File: config.mk
export PLATFORM = sky130hd
export DESIGN_NAME = crc_job_scheduler
export DESIGN_NICKNAME = d
export VERILOG_FILES = /design/src/rtl/crc_job_scheduler.sv
export SDC_FILE = /design/constraint.sdc
export NUM_CORES = 1
export LEC_CHECK = 0
export ABC_AREA = 1
export BUFFER_PORTS_ARGS = -buffer_cell sky130_fd_sc_hd__buf_2
export CELL_PAD_IN_SITES_DETAIL_PLACEMENT = 1
export CELL_PAD_IN_SITES_GLOBAL_PLACEMENT = 1
export CORE_MARGIN = 2
export CORE_UTILIZATION = 32
export CTS_CLUSTER_SIZE = 20
export DETAILED_ROUTE_END_ITERATION = 10
export HOLD_SLACK_MARGIN = 0.15
export PLACE_DENSITY_LB_ADDON = 0.1
export SYNTH_ARGS = -nofsm -noshare
export SYNTH_HDL_FRONTEND = slang
export SYNTH_SLANG_ARGS = --single-unit
export TNS_END_PERCENT = 20
File: constraint.sdc
create_clock -name clk -period 2.75 [get_ports clk]
set_input_delay 0.1375 -clock clk [delete_from_list [all_inputs] [get_ports clk]]
set_output_delay 0.1375 -clock clk [all_outputs]
set_load 0.05 [all_outputs]
File: src/rtl/crc_job_scheduler.sv
// Two-requester CRC job scheduler: round-robin arbitration, credit-limited issue to a
// fixed-latency CRC datapath, and an in-order result FIFO.
module crc_job_scheduler #(
    parameter int PIPE_LAT   = 4,
    parameter int FIFO_DEPTH = 4
) (
    input  logic        clk,
    input  logic        rst,
    input  logic        req0_valid,
    output logic        req0_ready,
    input  logic        req0_cs,
    input  logic        req0_ed,
    input  logic [71:0] req0_data,
    input  logic        req1_valid,
    output logic        req1_ready,
    input  logic        req1_cs,
    input  logic        req1_ed,
    input  logic [71:0] req1_data,
    output logic        core_cs,
    output logic        core_ed,
    output logic [71:0] core_data,
    input  logic [4:0]  core_crc5,
    input  logic [7:0]  core_crc8,
    output logic        res_valid,
    input  logic        res_ready,
    output logic        res_id,
    output logic        res_cs,
    output logic        res_ed,
    output logic [7:0]  res_crc,
    output logic        res_error,
    output logic        busy
);

    localparam int PTR_W = (FIFO_DEPTH > 1) ? $clog2(FIFO_DEPTH) : 1;
    localparam int CNT_W = $clog2(FIFO_DEPTH + 1);
    localparam logic [CNT_W:0] DEPTH_C = FIFO_DEPTH[CNT_W:0];

    typedef struct packed {
        logic vld;
        logic id;
        logic cs;
        logic ed;
    } tag_t;

    typedef struct packed {
        logic       id;
        logic       cs;
        logic       ed;
        logic [7:0] crc;
    } ent_t;

    tag_t             tag_q [PIPE_LAT];
    ent_t             mem_q [FIFO_DEPTH];
    logic [CNT_W-1:0] inflight_q;
    logic [CNT_W-1:0] count_q;
    logic [PTR_W-1:0] wr_ptr_q;
    logic [PTR_W-1:0] rd_ptr_q;
    logic             rr_ptr_q;

    logic        credit_ok;
    logic        gnt_id;
    logic        accept;
    logic        sel_cs;
    logic        sel_ed;
    logic [71:0] sel_data;
    tag_t        exit_tag;
    logic        push;
    logic        pop;
    logic [7:0]  push_crc;
    ent_t        head;

    function automatic logic [PTR_W-1:0] ptr_inc(input logic [PTR_W-1:0] p);
        return (p == PTR_W'(FIFO_DEPTH - 1)) ? '0 : p + PTR_W'(1);
    endfunction

    // Credit uses registered counts only, so a pop frees its slot one cycle later.
    assign credit_ok  = ({1'b0, inflight_q} + {1'b0, count_q}) < DEPTH_C;
    assign gnt_id     = (req0_valid & req1_valid) ? rr_ptr_q : req1_valid;
    assign accept     = (req0_valid | req1_valid) & credit_ok & ~rst;
    assign req0_ready = accept & ~gnt_id;
    assign req1_ready = accept & gnt_id;

    assign sel_cs   = gnt_id ? req1_cs   : req0_cs;
    assign sel_ed   = gnt_id ? req1_ed   : req0_ed;
    assign sel_data = gnt_id ? req1_data : req0_data;

    assign exit_tag = tag_q[PIPE_LAT-1];
    assign push     = exit_tag.vld;
    assign pop      = res_valid & res_ready;
    assign push_crc = exit_tag.cs ? core_crc8 : {3'b000, core_crc5};

    assign head      = mem_q[rd_ptr_q];
    assign res_valid = (count_q != '0);
    assign res_id    = head.id;
    assign res_cs    = head.cs;
    assign res_ed    = head.ed;
    assign res_crc   = head.crc;
    assign res_error = head.ed & (head.crc != 8'd0);
    assign busy      = (inflight_q != '0) | (count_q != '0);

    always_ff @(posedge clk) begin
        if (rst) begin
            core_cs    <= 1'b0;
            core_ed    <= 1'b0;
            core_data  <= '0;
            inflight_q <= '0;
            count_q    <= '0;
            wr_ptr_q   <= '0;
            rd_ptr_q   <= '0;
            rr_ptr_q   <= 1'b0;
            for (int i = 0; i < PIPE_LAT; i++) tag_q[i] <= '0;
        end else begin
            if (accept) begin
                core_cs   <= sel_cs;
                core_ed   <= sel_ed;
                core_data <= sel_data;
                rr_ptr_q  <= ~gnt_id;
            end
            // Idle cycles shift in a bubble so tag position always equals datapath age.
            tag_q[0] <= accept ? '{vld: 1'b1, id: gnt_id, cs: sel_cs, ed: sel_ed} : '0;
            for (int i = 1; i < PIPE_LAT; i++) tag_q[i] <= tag_q[i-1];

            case ({accept, push})
                2'b10:   inflight_q <= inflight_q + CNT_W'(1);
                2'b01:   inflight_q <= inflight_q - CNT_W'(1);
                default: inflight_q <= inflight_q;
            endcase

            case ({push, pop})
                2'b10:   count_q <= count_q + CNT_W'(1);
                2'b01:   count_q <= count_q - CNT_W'(1);
                default: count_q <= count_q;
            endcase

            if (push) wr_ptr_q <= ptr_inc(wr_ptr_q);
            if (pop)  rd_ptr_q <= ptr_inc(rd_ptr_q);
        end
    end

    always_ff @(posedge clk) begin
        if (push) mem_q[wr_ptr_q] <= '{id: exit_tag.id, cs: exit_tag.cs, ed: exit_tag.ed, crc: push_crc};
    end

endmodule
After elaboration in Yosys (flattened, before gate mapping). Memory sizes are Yosys's and may differ from the RTL's. A register that Yosys moved wholly into a read port is not among the register bits. Index checks and enable logic that the tools add are counted.

Reductions and logical operators: 5. Bitwise logic cells: 15. Multiplexer cells: 21. Equal/unequal tests: 6. $add $sub $neg: 7. $lt $le $gt $ge: 1.

Operators by type and width (count): 72-bit two-way mux (1); 4-bit two-way mux (5); 3-bit one-hot mux with 2 select lines (2); 2-bit equality test (second input constant) (4); 1-bit two-way mux (8); 2-bit two-way mux (4); 8-bit two-way mux (1); 8-bit nonzero test (1); 1-bit bitwise AND (7); 3-bit by 1-bit adder with 3-bit output (second input constant) (2); 1-bit OR (6); 3-bit nonzero test (2); 3-bit by 1-bit subtractor with 3-bit output (second input constant) (2); 2-bit by 1-bit adder with 2-bit output (second input constant) (2); 3-bit by 3-bit adder with 4-bit output (1); 2-bit by 1-bit equality test with 1-bit output (second input constant) (2); 4-bit by 3-bit less-than comparator with 1-bit output (second input constant) (1); 2-bit nonzero test (2); 1-bit NOT (2).

Output and inout port bits: 90. Memories: 2. Memory bits (writable): 60. Word-level logic and storage cells: 65. Register bits after elaboration: 85.

Memory list: mem_q (depth 4, bits a word 11, rd ports 1, clocked after Yosys merged registers in 1, wr ports 1, RTL line 53) `ent_t mem_q [FIFO_DEPTH];`; tag_q (depth 4, bits a word 4, rd ports 4, clocked after Yosys merged registers in 0, wr ports 4, RTL line 52) `tag_t tag_q [PIPE_LAT];`.

Depth between registers and ports, before layout. Gate-level depths: netlist (run 1).

Word-level depth: 6. Mapped depth: 13. Mapped depth without buffers: 12.

Worst setup path before layout (run 1). Ideal clock, no wire load.

Path type: register to register. Start point: reg count_q[0]. End point: reg count_q[2]. Cell stages (with the launch flop): 12. Library setup time: 0.058 ns. Arrival time: 2.134 ns. Data required time: 2.692 ns. Path slack: 0.558 ns. Cells stage by stage: dfxtp_1 -> inv_1 -> nand3_1 -> nand2_1 -> inv_1 -> ha_1 -> inv_1 -> fa_1 -> a21oi_1 -> o21ai_0 -> a21oi_1 -> o21a_1.

Word-level cells in the longest chain between the ends: 4.

Ends and longest elaborated chain: from (decl) (RTL line 55) `logic [CNT_W-1:0] count_q;`; from (signal assigned) (RTL line 130) `2'b10: count_q <= count_q + CNT_W'(1);`; from (signal assigned) (RTL line 131) `2'b01: count_q <= count_q - CNT_W'(1);`; from (signal assigned) (RTL line 132) `default: count_q <= count_q;`; 3-bit nonzero test (*) (RTL line 93) `assign res_valid = (count_q != '0);`; net res_valid (RTL line 24) `output logic res_valid,`; 1-bit bitwise AND (*) (RTL line 89) `assign pop = res_valid & res_ready;`; 2-bit by 1-bit equality test with 1-bit output / 2-bit equality test (equally long branches) (RTL line 129) `case ({push, pop})`; 3-bit one-hot mux with 2 select lines / 2-bit nonzero test (equally long branches).

Mark *: on every way through the listed nets, which the timed path passes. The rest lies on a longest branch. A chain may end at the register's enable or synchronous reset.

Final worst setup path (run 1).
Start point: reg inflight_q[1]. End point: out req1_ready.

Word-level cells in the longest chain between the ends: 5.

Ends and longest elaborated chain: from (decl) (RTL line 54) `logic [CNT_W-1:0] inflight_q;`; from (signal assigned) (RTL line 124) `2'b10: inflight_q <= inflight_q + CNT_W'(1);`; from (signal assigned) (RTL line 125) `2'b01: inflight_q <= inflight_q - CNT_W'(1);`; from (signal assigned) (RTL line 126) `default: inflight_q <= inflight_q;`; 3-bit by 3-bit adder with 4-bit output (RTL line 77) `assign credit_ok = ({1'b0, inflight_q} + {1'b0, count_q}) < DEPTH_C;`; 4-bit by 3-bit less-than comparator with 1-bit output (RTL line 77); 1-bit bitwise AND (2 in series) (RTL line 79) `assign accept = (req0_valid | req1_valid) & credit_ok & ~rst;`; 1-bit bitwise AND (RTL line 81) `assign req1_ready = accept & gnt_id;`; to (decl) (RTL line 15) `output logic req1_ready,`.

No other way between the ends.

==> reports/qor.txt, run 1 <==
STATUS
-------------------------------------------------------------------------------------------
Status                                                                         finished clean

FLOORPLAN
-------------------------------------------------------------------------------------------
Number of placement rows                                                                 52
Die Y-Extent                                                                         147 µm
Effective utilization at floorplan                                                    0.325
Die Footprint                                                                     21700 µm²
Die span in x                                                                        147 µm
Placeable core region                                                             20200 µm²
Top Ports                                                                               256

SETUP PATH
-------------------------------------------------------------------------------------------
Register-to-register setup slack                                                    0.61 ns
Worst r2r src                                                                      rr_ptr_q
Required time of the critical path                                                  2.61 ns
Crit Path Max Fanout                                                                     77
Critical path class                                                            flop to output pin
Category of the worst setup path capture point                                   output pin
Reg2Reg Depth                                                                             8
Arrival @ worst endpoint                                                            2.38 ns
CP Launch Type                                                                         flop
Worst flop-to-flop path endpoint                                               core_data[56]

PLACED DESIGN
-------------------------------------------------------------------------------------------
Pre-CTS worst setup slack                                                          0.651 ns
Dpl hpwl                                                                           13900 µm
RePlAce Congestion                                                                    0.768
Count of buffers inserted at the top-level ports                                        255

POWER AND IR DROP
-------------------------------------------------------------------------------------------
Proportion of power drawn by the clock network                                        0.348
Fraction of power consumed by combinational cells                                     0.295
Pint                                                                                4420 µW
Net Sw Frac                                                                           0.356
Maximum VDD drop                                                                 0.000409 V
Total leakage power                                                              0.00489 µW
Proportion of power drawn by flip-flops and latches                                   0.357
Switch Pwr                                                                          2440 µW
Power density over cell area                                                     673 nW/µm²

TIMING
-------------------------------------------------------------------------------------------
Final critical-path share of the clock period                                         0.914
Min Tclk post-route                                                                 2.51 ns
Number of max-slew violations in the final report                                         0
Pin slew with the least headroom to its limit                                       1.08 ns
Rel. slew slack                                                                       0.277
Final number of setup-violating endpoints                                                 0
Max Clock Skew                                                                    0.0102 ns
Highest achievable clock rate                                                     0.398 GHz
PnR worst setup slack                                                              0.236 ns
RSZ-0062 raised after global routing                                                     no
Final Hold Viols                                                                          0
Setup_tns                                                                              0 ns

YOSYS
-------------------------------------------------------------------------------------------
Number of flip-flops and latches in the synthesized netlist                             147
Cells after synthesis                                                                   857
Count of different cell masters after synthesis                                          26
Net count after synthesis                                                              1034
Number of warnings printed during yosys synthesis                                         0
Post-synthesis area per instance                                                   7.65 µm²
Mapped cell area                                                                   6560 µm²
Part of the Yosys area used for sequential elements                                   0.516

CLOCKING
-------------------------------------------------------------------------------------------
Post-CTS setup buffer count                                                               0
Clk pin slew, worst setup/hold paths                                                0.06 ns
TritonCTS clock tree                                                                    yes
Worst-Skew Late Latency                                                             0.42 ns
Max H-tree Level                                                                          4
CTS Sinks                                                                               147
Maximum clock insertion buffer count                                                      2
Cell at the root of the clock tree                                             sky130_fd_sc_hd__clkbuf_16
Inserted Clock Buffers                                                                   17

FINISH
-------------------------------------------------------------------------------------------
Fraction of final layout cells with drive strength greater than 1                     0.245
Area Growth Syn to Fin                                                                55.4%
Final #Nets                                                                            1423

ROUTE
-------------------------------------------------------------------------------------------
First-pass iteration count of the detailed router                                         4
Routed length per placed instance                                                   14.9 µm
Routed via count                                                                       7065
Total wirelength of the detailed-routed design                                     22900 µm
Number of design-rule violations left by the first detailed-router iteration            123
Remaining DRCs                                                                            0
Drt via density                                                                        4.61
Detail Route Antenna Nets                                                                 0

GLOBAL ROUTING
-------------------------------------------------------------------------------------------
Maximum number of pins on one net before global-route repair                             97
Antenna violations before repair                                                          3
First-pass GRT wire length                                                         36900 µm
Vias in the first global route                                                         7633
Total routing resource utilization after global routing                               0.213
Aggregate global routing overflow                                                         0

MIN PATH
-------------------------------------------------------------------------------------------
End of the worst hold path                                                     core_data[54]
Worst min-delay path class                                                     primary input to flop
Worst hold start                                                               req1_data[54]
Worst hold path cell count                                                                5

RUN
-------------------------------------------------------------------------------------------
# Max-Cap Violations                                                                      0

==> worst max-delay path by stage <==
stage / from / endpoint / slack, ns
floorplan: count_q[0] / count_q[2] / 0.56
global route: inflight_q[1] / req1_ready / 0.04
CTS: inflight_q[1] / req1_ready / 0.18
global placement: inflight_q[1] / req1_ready / 0.70
detailed placement: inflight_q[1] / req1_ready / 0.65
finish: inflight_q[1] / req1_ready / 0.24
==> Yosys cell counts (all sizes together) <==
cell | n | area [µm²]
a211oi | 3 | 22.5
a21oi | 86 | 430
buf | 35 | 215
clkbuf | 22 | 82.6
clkinv | 1 | 3.75
dfxtp | 103 | 2060
edfxtp | 44 | 1320
fa | 2 | 40.0
ha | 9 | 113
inv | 48 | 180
mux2 | 5 | 56.3
nand2 | 362 | 1360
nand3 | 93 | 465
nor2 | 29 | 119
nor3 | 2 | 10.0
o21a | 2 | 15.0
o21ai | 8 | 43.8
o22ai | 2 | 12.5
or4 | 1 | 7.51
==> repair_timing <==
action | in CTS | in global routing
hold buffers | 162 | 0
gates resized for setup | 0 | 0
endpoints found under the hold margin | 113 | 0
==> cell families (layout without fill, tap and decap cells) <==
group / after synthesis / count (layout) / synth area share
AOI/OAI and AO/OA: 101 / 101 / 0.0799
adders and majority gates: 11 / 11 / 0.0233
buffers and inverters: 106 / 508 / 0.0734
DFF: 147 / 147 / 0.516
muxes: 5 / 5 / 0.00858
other: 0 / 2 / 0
and+or+nand+nor: 487 / 487 / 0.299
==> per-stage QoR <==
stage	hold WS (ns)	instances	power [µW]	utilization	area, µm²
2_1_floorplan	0.335	857	3790	-	6560
3_5_place_dp	0.395	1335	4270	0.395	7960
6_report	0.159	1531	6860	0.505	10200
4_1_cts	0.151	1529	6930	0.505	10200
3_3_place_gp	0.389	1335	4260	0.395	7960
5_1_grt	0.189	1531	7230	0.505	10200
==> metal layers <==
metal,global-route usage,vias to the layer above,wire length [µm]
met5,0,-,0
met4,0.0928,0,807
met3,0.0596,45,1360
met2,0.379,201,11300
met1,0.237,3290,9420
li1,-,3529,-
==> power by group through the flow <==
stage | clock, µW | combinational [µW] | sequential, µW
2_1_floorplan | 0 | 963 | 2830
3_3_place_gp | 0 | 1770 | 2490
3_5_place_dp | 0 | 1780 | 2500
4_1_cts | 2450 | 2030 | 2450
5_1_grt | 2550 | 2210 | 2470
6_report | 2390 | 2030 | 2450
==> critical path: stages, from the launching register on <==
cell                      delay [ns]
sky130_fd_sc_hd__dfxtp_1        0.34
sky130_fd_sc_hd__ha_1           0.28
sky130_fd_sc_hd__nand3_1        0.07
sky130_fd_sc_hd__nand2_1        0.12
sky130_fd_sc_hd__nor2_4         0.06
sky130_fd_sc_hd__inv_2          0.06
sky130_fd_sc_hd__buf_4          0.62
sky130_fd_sc_hd__nor2_1         0.14
sky130_fd_sc_hd__buf_2          0.26
==> area by class of cell <==
type	count	area, µm²
Fill cell	2522	9980
Tap cell	270	338
Clock buffer	17	425
Multi-Input combinational cell	604	2700
Antenna cell	2	5.00
Inverter	49	184
Clock inverter	15	183
Timing Repair Buffer	427	2980
Sequential cell	147	3380
==> sequential cells by signal (all words and copies together) (netlist names), 2 cells and up, named ones only <==
register / count
core_data: 72
mem_q: 44
tag_q: 16
count_q: 3
inflight_q: 3
rd_ptr_q: 2
wr_ptr_q: 2
==> cell usage in the layout (no fill, tap or decap), types with 17 or more instances in the layout <==
master and instances:
sky130_fd_sc_hd__dfxtp_1 103, sky130_fd_sc_hd__nor2_1 27, sky130_fd_sc_hd__dlygate4sd3_1 162, sky130_fd_sc_hd__clkbuf_16 17
sky130_fd_sc_hd__buf_2 254, sky130_fd_sc_hd__a21oi_1 86, sky130_fd_sc_hd__edfxtp_1 44, sky130_fd_sc_hd__inv_1 47
sky130_fd_sc_hd__nand2_1 360, sky130_fd_sc_hd__nand3_1 93
(Power assumes the default switching activity.)
==> run 2, diff against run 1 <==
Settings changed: CORE_UTILIZATION 32 to 31, MAX_ROUTING_LAYER set to met4.
Clock period 2.75 ns to 2.3 ns, I/O delays scaled along.
==> run 2 against run 1 <==
- setup slack worse by 0.12 ns
- sequential power increased by 20%
- non-clock buffer count did not move
- via count fell by 0.14%
- count of clock-buffer cells in the layout stayed put
- critical path depth unchanged
- first-iteration DRC count up 93%
- sequential cell count unchanged
- largest power group unchanged
==> reports/qor.txt, run 2 (synthesized netlist as in run 1, its figures left out) <==
FINISH
-------------------------------------------------------------------------------------------
Commonest cells after routing, fill and taps aside                             sky130_fd_sc_hd__nand2_1, sky130_fd_sc_hd__buf_2, sky130_fd_sc_hd__dlygate4sd3_1, sky130_fd_sc_hd__dfxtp_1, sky130_fd_sc_hd__nand3_1
Fin cells                                                                              1535   +0.26%
Register ranked first by flip-flop count                                          core_data
Top flop regs                                                                  core_data x72, mem_q x44, tag_q x16
Largest register FFs                                                                     72   unchanged
Final #Nets                                                                            1423   unchanged
Fraction of final layout cells with drive strength greater than 1                     0.245   +0.000794
Area Growth Syn to Fin                                                                55.5%   about the same
Most frequent standard cell in the layout excluding fill and tap cells         sky130_fd_sc_hd__nand2_1

TIMING
-------------------------------------------------------------------------------------------
Final critical-path share of the clock period                                         0.947
Hold slack                                                                         0.210 ns   +0.0513 ns
Number of max-slew violations in the final report                                         0   unchanged
Final number of setup-violating endpoints                                                 0   unchanged
PnR worst setup slack                                                              0.121 ns   -0.115 ns
RSZ-0062 raised after global routing                                                    yes
Final Hold Viols                                                                          0   unchanged
Rel. slew slack                                                                       0.301   +0.0237
Highest achievable clock rate                                                     0.459 GHz
Max Clock Skew                                                                    0.0107 ns   +0.000444 ns
Min Tclk post-route                                                                 2.18 ns
Pin slew with the least headroom to its limit                                       1.05 ns   -0.0355 ns

FLOORPLAN
-------------------------------------------------------------------------------------------
Die Footprint                                                                     22300 µm²   +3.1%
Number of placement rows                                                                 53   +1.9%
Effective utilization at floorplan                                                    0.314   -0.0112
Die Y-Extent                                                                         149 µm   +1.6%
Top Ports                                                                               256   unchanged
Placeable core region                                                             20900 µm²   +3.6%
Die span in x                                                                        149 µm   +1.6%

CLOCKING
-------------------------------------------------------------------------------------------
TritonCTS clock tree                                                                    yes
Max H-tree Level                                                                          4   unchanged
CTS Sinks                                                                               147   unchanged
Inserted Clock Buffers                                                                   17   unchanged
Worst-Skew Late Latency                                                             0.42 ns   about the same
Clk pin slew, worst setup/hold paths                                                0.07 ns   about the same
Maximum clock insertion buffer count                                                      2   unchanged
Cell at the root of the clock tree                                             sky130_fd_sc_hd__clkbuf_16

ROUTE
-------------------------------------------------------------------------------------------
Drt via density                                                                        4.60   -0.40%
Routed length per placed instance                                                   14.8 µm   -1.1%
Routed via count                                                                       7055   -0.14%
First-pass iteration count of the detailed router                                         4   unchanged
Remaining DRCs                                                                            0   unchanged
Number of design-rule violations left by the first detailed-router iteration            237   +93%
Detail Route Antenna Nets                                                                 0   unchanged
Total wirelength of the detailed-routed design                                     22700 µm   -0.85%

PLACED DESIGN
-------------------------------------------------------------------------------------------
Post-placement cell count                                                              1340   +0.37%
Dpl hpwl                                                                           13900 µm   -0.55%
Pre-CTS worst setup slack                                                          0.200 ns   -0.452 ns
Count of buffers inserted at the top-level ports                                        255   unchanged
RePlAce Congestion                                                                    0.755   -1.6%

SETUP PATH
-------------------------------------------------------------------------------------------
Arrival @ worst endpoint                                                            2.06 ns   -0.32 ns
Crit Path Max Fanout                                                                     77   unchanged
CP Launch Type                                                                         flop
Required time of the critical path                                                  2.18 ns   -0.43 ns
Number of buffer and inverter instances along the worst setup path                        3   unchanged
Category of the worst setup path capture point                                   output pin
Slowest cell on the critical path                                              sky130_fd_sc_hd__dfxtp_1
Critical path class                                                            flop to output pin
Worst path top cell family by delay                                            buffers and inverters
Sequence of cells on the critical path                                         ha_1 -> nand3_1 -> nand2_1 -> nor2_4 -> inv_2 -> buf_12 -> a21oi_1 -> clkbuf_4
Largest stage delay on the critical path                                            0.33 ns   -0.29 ns
Register-to-register setup slack                                                    0.19 ns   -0.42 ns

MIN PATH
-------------------------------------------------------------------------------------------
Worst min-delay path class                                                     primary input to flop

POWER AND IR DROP
-------------------------------------------------------------------------------------------
Switch Pwr                                                                          2900 µW   +19%
Maximum VDD drop                                                                 0.000485 V   +19%
Fraction of power consumed by combinational cells                                     0.304   +0.009
Power density over cell area                                                     792 nW/µm²   +18%
Proportion of power drawn by the clock network                                        0.333   -0.015
Proportion of power drawn by flip-flops and latches                                   0.363   +0.006
Total leakage power                                                              0.00488 µW   -0.17%
Pint                                                                                5180 µW   +17%
Net Sw Frac                                                                           0.359   +0.00318

GLOBAL ROUTING
-------------------------------------------------------------------------------------------
Maximum number of pins on one net before global-route repair                             98   +1.0%
First-pass GRT wire length                                                         36600 µm   -0.77%
Aggregate global routing overflow                                                         0   unchanged
Vias in the first global route                                                         7472   -2.1%
Antenna violations before repair                                                          1   -2
Total routing resource utilization after global routing                               0.213   +0.000343

STATUS
-------------------------------------------------------------------------------------------
Status                                                                         finished clean

RUN
-------------------------------------------------------------------------------------------
# Max-Cap Violations                                                                      0   unchanged

run 2: metal layers:
metal / track usage / vias up / routed length [µm]
li1: - / 3525 / -
met1: 0.237 / 3266 / 9370
met2: 0.364 / 215 / 11100
met3: 0.0567 / 49 / 1480
met4: 0.0833 / 0 / 730
met5: - / - / 0
run 2: worst paths after layout:
| check | startpoint | to | cells after the start |
|---|---|---|---|
| max | inflight_q[1] | req0_ready | 8 |
| max reg2reg | inflight_q[1] | inflight_q[2] | 12 |
| min | req1_valid | rr_ptr_q | 4 |
| min reg2reg | tag_q[0][8] | tag_q[0][12] | 2 |
run 2: power groups by stage:
stage | Sequential [µW] | Combinational (µW) | Clock, µW
CTS | 2930 | 2460 | 2770
detailed placement | 2980 | 2150 | 0
global placement | 2980 | 2150 | 0
floorplan | 3380 | 1150 | 0
finish | 2930 | 2460 | 2690
global route | 2950 | 2690 | 2870
run 2: timing repair:
| action | in CTS | in global routing |
|---|---|---|
| endpoints found under the setup margin | 0 | 11 |
| hold buffers | 162 | 0 |
| buffers inserted | 0 | 0 |
| gates resized for setup | 0 | 5 |
| hold endpoints to repair | 112 | 0 |
run 2: worst register-to-register path, delay by kind of cell (launching register included):
family / cells / cell delay [ns]
DFF: 1 / 0.33
and+or+nand+nor: 3 / 0.24
AOI/OAI and AO/OA: 4 / 0.55
buffers and inverters: 2 / 0.14
adders and majority gates: 3 / 0.82
run 2: final cells by class:
class | instances | area, µm²
diodes | 1 | 2.50
fillers | 2597 | 10700
repair buffers | 427 | 3010
multi-input cells | 604 | 2700
inverters | 49 | 184
flip-flops and latches | 147 | 3380
well taps | 275 | 344
clock buffers | 17 | 425
clock inverters | 15 | 146
run 2: through the flow:
step | cell area [µm²] | setup TNS [ns] | utilization | total power (µW)
after global routing | 10200 | -0.0175 | 0.488 | 8510
after floorplan | 6560 | 0 | - | 4530
after CTS | 10200 | 0 | 0.487 | 8160
after detailed placement | 7990 | 0 | 0.382 | 5130
final | 10200 | 0 | 0.488 | 8070
after global placement | 7990 | 0 | 0.382 | 5120
==> run 3, diff against run 2 <==
Settings changed: RECOVER_POWER set to 25.
==> run 3 against run 2 <==
- register-to-register slack hardly changed
- critical endpoint unchanged
- sequential cell count is the same
- routed wire length increased by 0.25%
- first-iteration DRC count shrank 2.1%
==> reports/qor.txt, run 3 (synthesized netlist as in run 1, its figures left out) <==
TIMING
-------------------------------------------------------------------------------------------
PnR worst setup slack                                                              0.120 ns   -0.00105 ns
Number of max-slew violations in the final report                                         0   unchanged
Min Tclk post-route                                                                 2.18 ns   +0.00104 ns
RSZ-0062 raised after global routing                                                    yes
Max Clock Skew                                                                    0.0117 ns   +0.000992 ns
Rel. slew slack                                                                       0.299   -0.00155
Final number of setup-violating endpoints                                                 0   unchanged
Highest achievable clock rate                                                     0.459 GHz   about the same
Final critical-path share of the clock period                                         0.948   about the same
Pin slew with the least headroom to its limit                                       1.05 ns   +0.00233 ns
Final Hold Viols                                                                          0   unchanged

SETUP PATH
-------------------------------------------------------------------------------------------
Crit Path Max Fanout                                                                     77   unchanged
Sequence of cells on the critical path                                         ha_1 -> nand3_1 -> nand2_1 -> nor2_4 -> inv_2 -> buf_12 -> a21oi_1 -> clkbuf_4
Critical path class                                                            flop to output pin
Slowest cell on the critical path                                              sky130_fd_sc_hd__dfxtp_1
Arrival @ worst endpoint                                                            2.07 ns   about the same
Register-to-register setup slack                                                    0.19 ns   about the same
Largest stage delay on the critical path                                            0.33 ns   about the same
CP Launch Type                                                                         flop
Category of the worst setup path capture point                                   output pin
Required time of the critical path                                                  2.18 ns   about the same

FINISH
-------------------------------------------------------------------------------------------
Top flop regs                                                                  core_data x72, mem_q x44, tag_q x16
Largest register FFs                                                                     72   unchanged
Final core area utilization                                                           0.486   -0.00240
Most frequent standard cell in the layout excluding fill and tap cells         sky130_fd_sc_hd__nand2_1
Commonest cells after routing, fill and taps aside                             sky130_fd_sc_hd__nand2_1, sky130_fd_sc_hd__buf_2, sky130_fd_sc_hd__dlygate4sd3_1, sky130_fd_sc_hd__dfxtp_1, sky130_fd_sc_hd__nand3_1
Fraction of final layout cells with drive strength greater than 1                     0.214   -0.0318
Final #Nets                                                                            1423   unchanged
Area Growth Syn to Fin                                                                54.7%
Register ranked first by flip-flop count                                          core_data
Filler cell count in the final layout                                                  2618   +0.81%

GLOBAL ROUTING
-------------------------------------------------------------------------------------------
Aggregate global routing overflow                                                         0   unchanged
Maximum number of pins on one net before global-route repair                             98   unchanged
Antenna violations before repair                                                          1   unchanged
First-pass GRT wire length                                                         36600 µm   unchanged
Vias in the first global route                                                         7472   unchanged
Total routing resource utilization after global routing                               0.213   unchanged

CLOCKING
-------------------------------------------------------------------------------------------
Cell at the root of the clock tree                                             sky130_fd_sc_hd__clkbuf_16
Clk pin slew, worst setup/hold paths                                                0.07 ns   about the same
Inserted Clock Buffers                                                                   17   unchanged
Post-CTS setup buffer count                                                               0   unchanged
Worst-Skew Late Latency                                                             0.43 ns   about the same
CTS Sinks                                                                               147   unchanged
Maximum clock insertion buffer count                                                      2   unchanged
TritonCTS clock tree                                                                    yes
Max H-tree Level                                                                          4   unchanged

POWER AND IR DROP
-------------------------------------------------------------------------------------------
Power density over cell area                                                     794 nW/µm²   +0.33%
Total leakage power                                                              0.00472 µW   -3.3%
Maximum VDD drop                                                                 0.000486 V   +0.15%

STATUS
-------------------------------------------------------------------------------------------
Status                                                                         finished clean

FLOORPLAN
-------------------------------------------------------------------------------------------
Top Ports                                                                               256   unchanged
Die Y-Extent                                                                         149 µm   unchanged
Die Footprint                                                                     22300 µm²   unchanged
Number of placement rows                                                                 53   unchanged
Die span in x                                                                        149 µm   unchanged
Effective utilization at floorplan                                                    0.314   unchanged
Placeable core region                                                             20900 µm²   unchanged

ROUTE
-------------------------------------------------------------------------------------------
Detail Route Antenna Nets                                                                 0   unchanged
Routed via count                                                                       7054   -0.014%
Total wirelength of the detailed-routed design                                     22700 µm   +0.25%
Remaining DRCs                                                                            0   unchanged
Drt via density                                                                        4.60   about the same
First-pass iteration count of the detailed router                                         4   unchanged
Routed length per placed instance                                                   14.8 µm   +0.25%
Number of design-rule violations left by the first detailed-router iteration            232   -2.1%

PLACED DESIGN
-------------------------------------------------------------------------------------------
Dpl hpwl                                                                           13900 µm   unchanged
RePlAce Congestion                                                                    0.755   unchanged
Count of buffers inserted at the top-level ports                                        255   unchanged
Pre-CTS worst setup slack                                                          0.200 ns   unchanged

MIN PATH
-------------------------------------------------------------------------------------------
Worst min-delay path class                                                     primary input to flop

RUN
-------------------------------------------------------------------------------------------
# Max-Cap Violations                                                                      0   unchanged

==> run 3: stage by stage <==
stage | power (µW) | setup TNS, ns | hold slack, ns | cells | area (µm²)
after detailed placement | 5130 | 0 | 0.397 | 1340 | 7990
after global placement | 5120 | 0 | 0.391 | 1340 | 7990
after global routing | 8500 | -0.0175 | 0.245 | 1535 | 10100
final | 8060 | 0 | 0.208 | 1535 | 10100
after CTS | 8160 | 0 | 0.184 | 1534 | 10200
after floorplan | 4530 | 0 | 0.312 | 857 | 6560
==> run 3: power by group <==
group / internal [µW] / total [µW] / leakage (µW) / switching, µW
sequential: 2840 / 2930 / 0.00125 / 91.6
clock: 1520 / 2690 / 0.000271 / 1180
combinational: 805 / 2440 / 0.00320 / 1630
total: 5160 / 8060 / 0.00472 / 2900
==> run 3: final timing paths <==
check,start,end,cells past startpoint
worst min-delay path,req1_valid,rr_ptr_q,4
worst max-delay path,inflight_q[1],req0_ready,8
worst max register to register,inflight_q[1],inflight_q[2],12
worst min register to register,tag_q[0][11],tag_q[0][15],2
==> run 3: timing repair <==
| action | 4_1_cts | 5_1_grt |
|---|---|---|
| setup endpoints to repair | 0 | 11 |
| hold buffers | 162 | 0 |
| gates resized for setup | 0 | 5 |
| hold endpoints to repair | 112 | 0 |
==> run 3: area by class of cell <==
type | count | area (µm²) | area share
Clock buffer | 17 | 425 | 0.0419
Sequential cell | 147 | 3380 | 0.333
Multi-Input combinational cell | 604 | 2700 | 0.266
Timing Repair Buffer | 427 | 2960 | 0.292
Inverter | 49 | 184 | 0.0181
Clock inverter | 15 | 146 | 0.0144
Tap cell | 275 | 344 | 0.0339
Antenna cell | 1 | 2.50 | 0.000247
==> run 3: per-layer routing <==
layer,vias to the layer above,track usage,share of wire
met4,0,0.0833,0.031
met3,47,0.0567,0.064
li1,3526,-,-
met1,3268,0.237,0.41
met2,213,0.364,0.49
met5,-,-,0
==> run 3: critical path: cells and delay by family, from the launching register on <==
family          cells  cell delay, ns
fa+ha+maj           1            0.29
flops               1            0.33
simple gates        3            0.29
buf+inv             3            0.51
compound gates      1            0.17
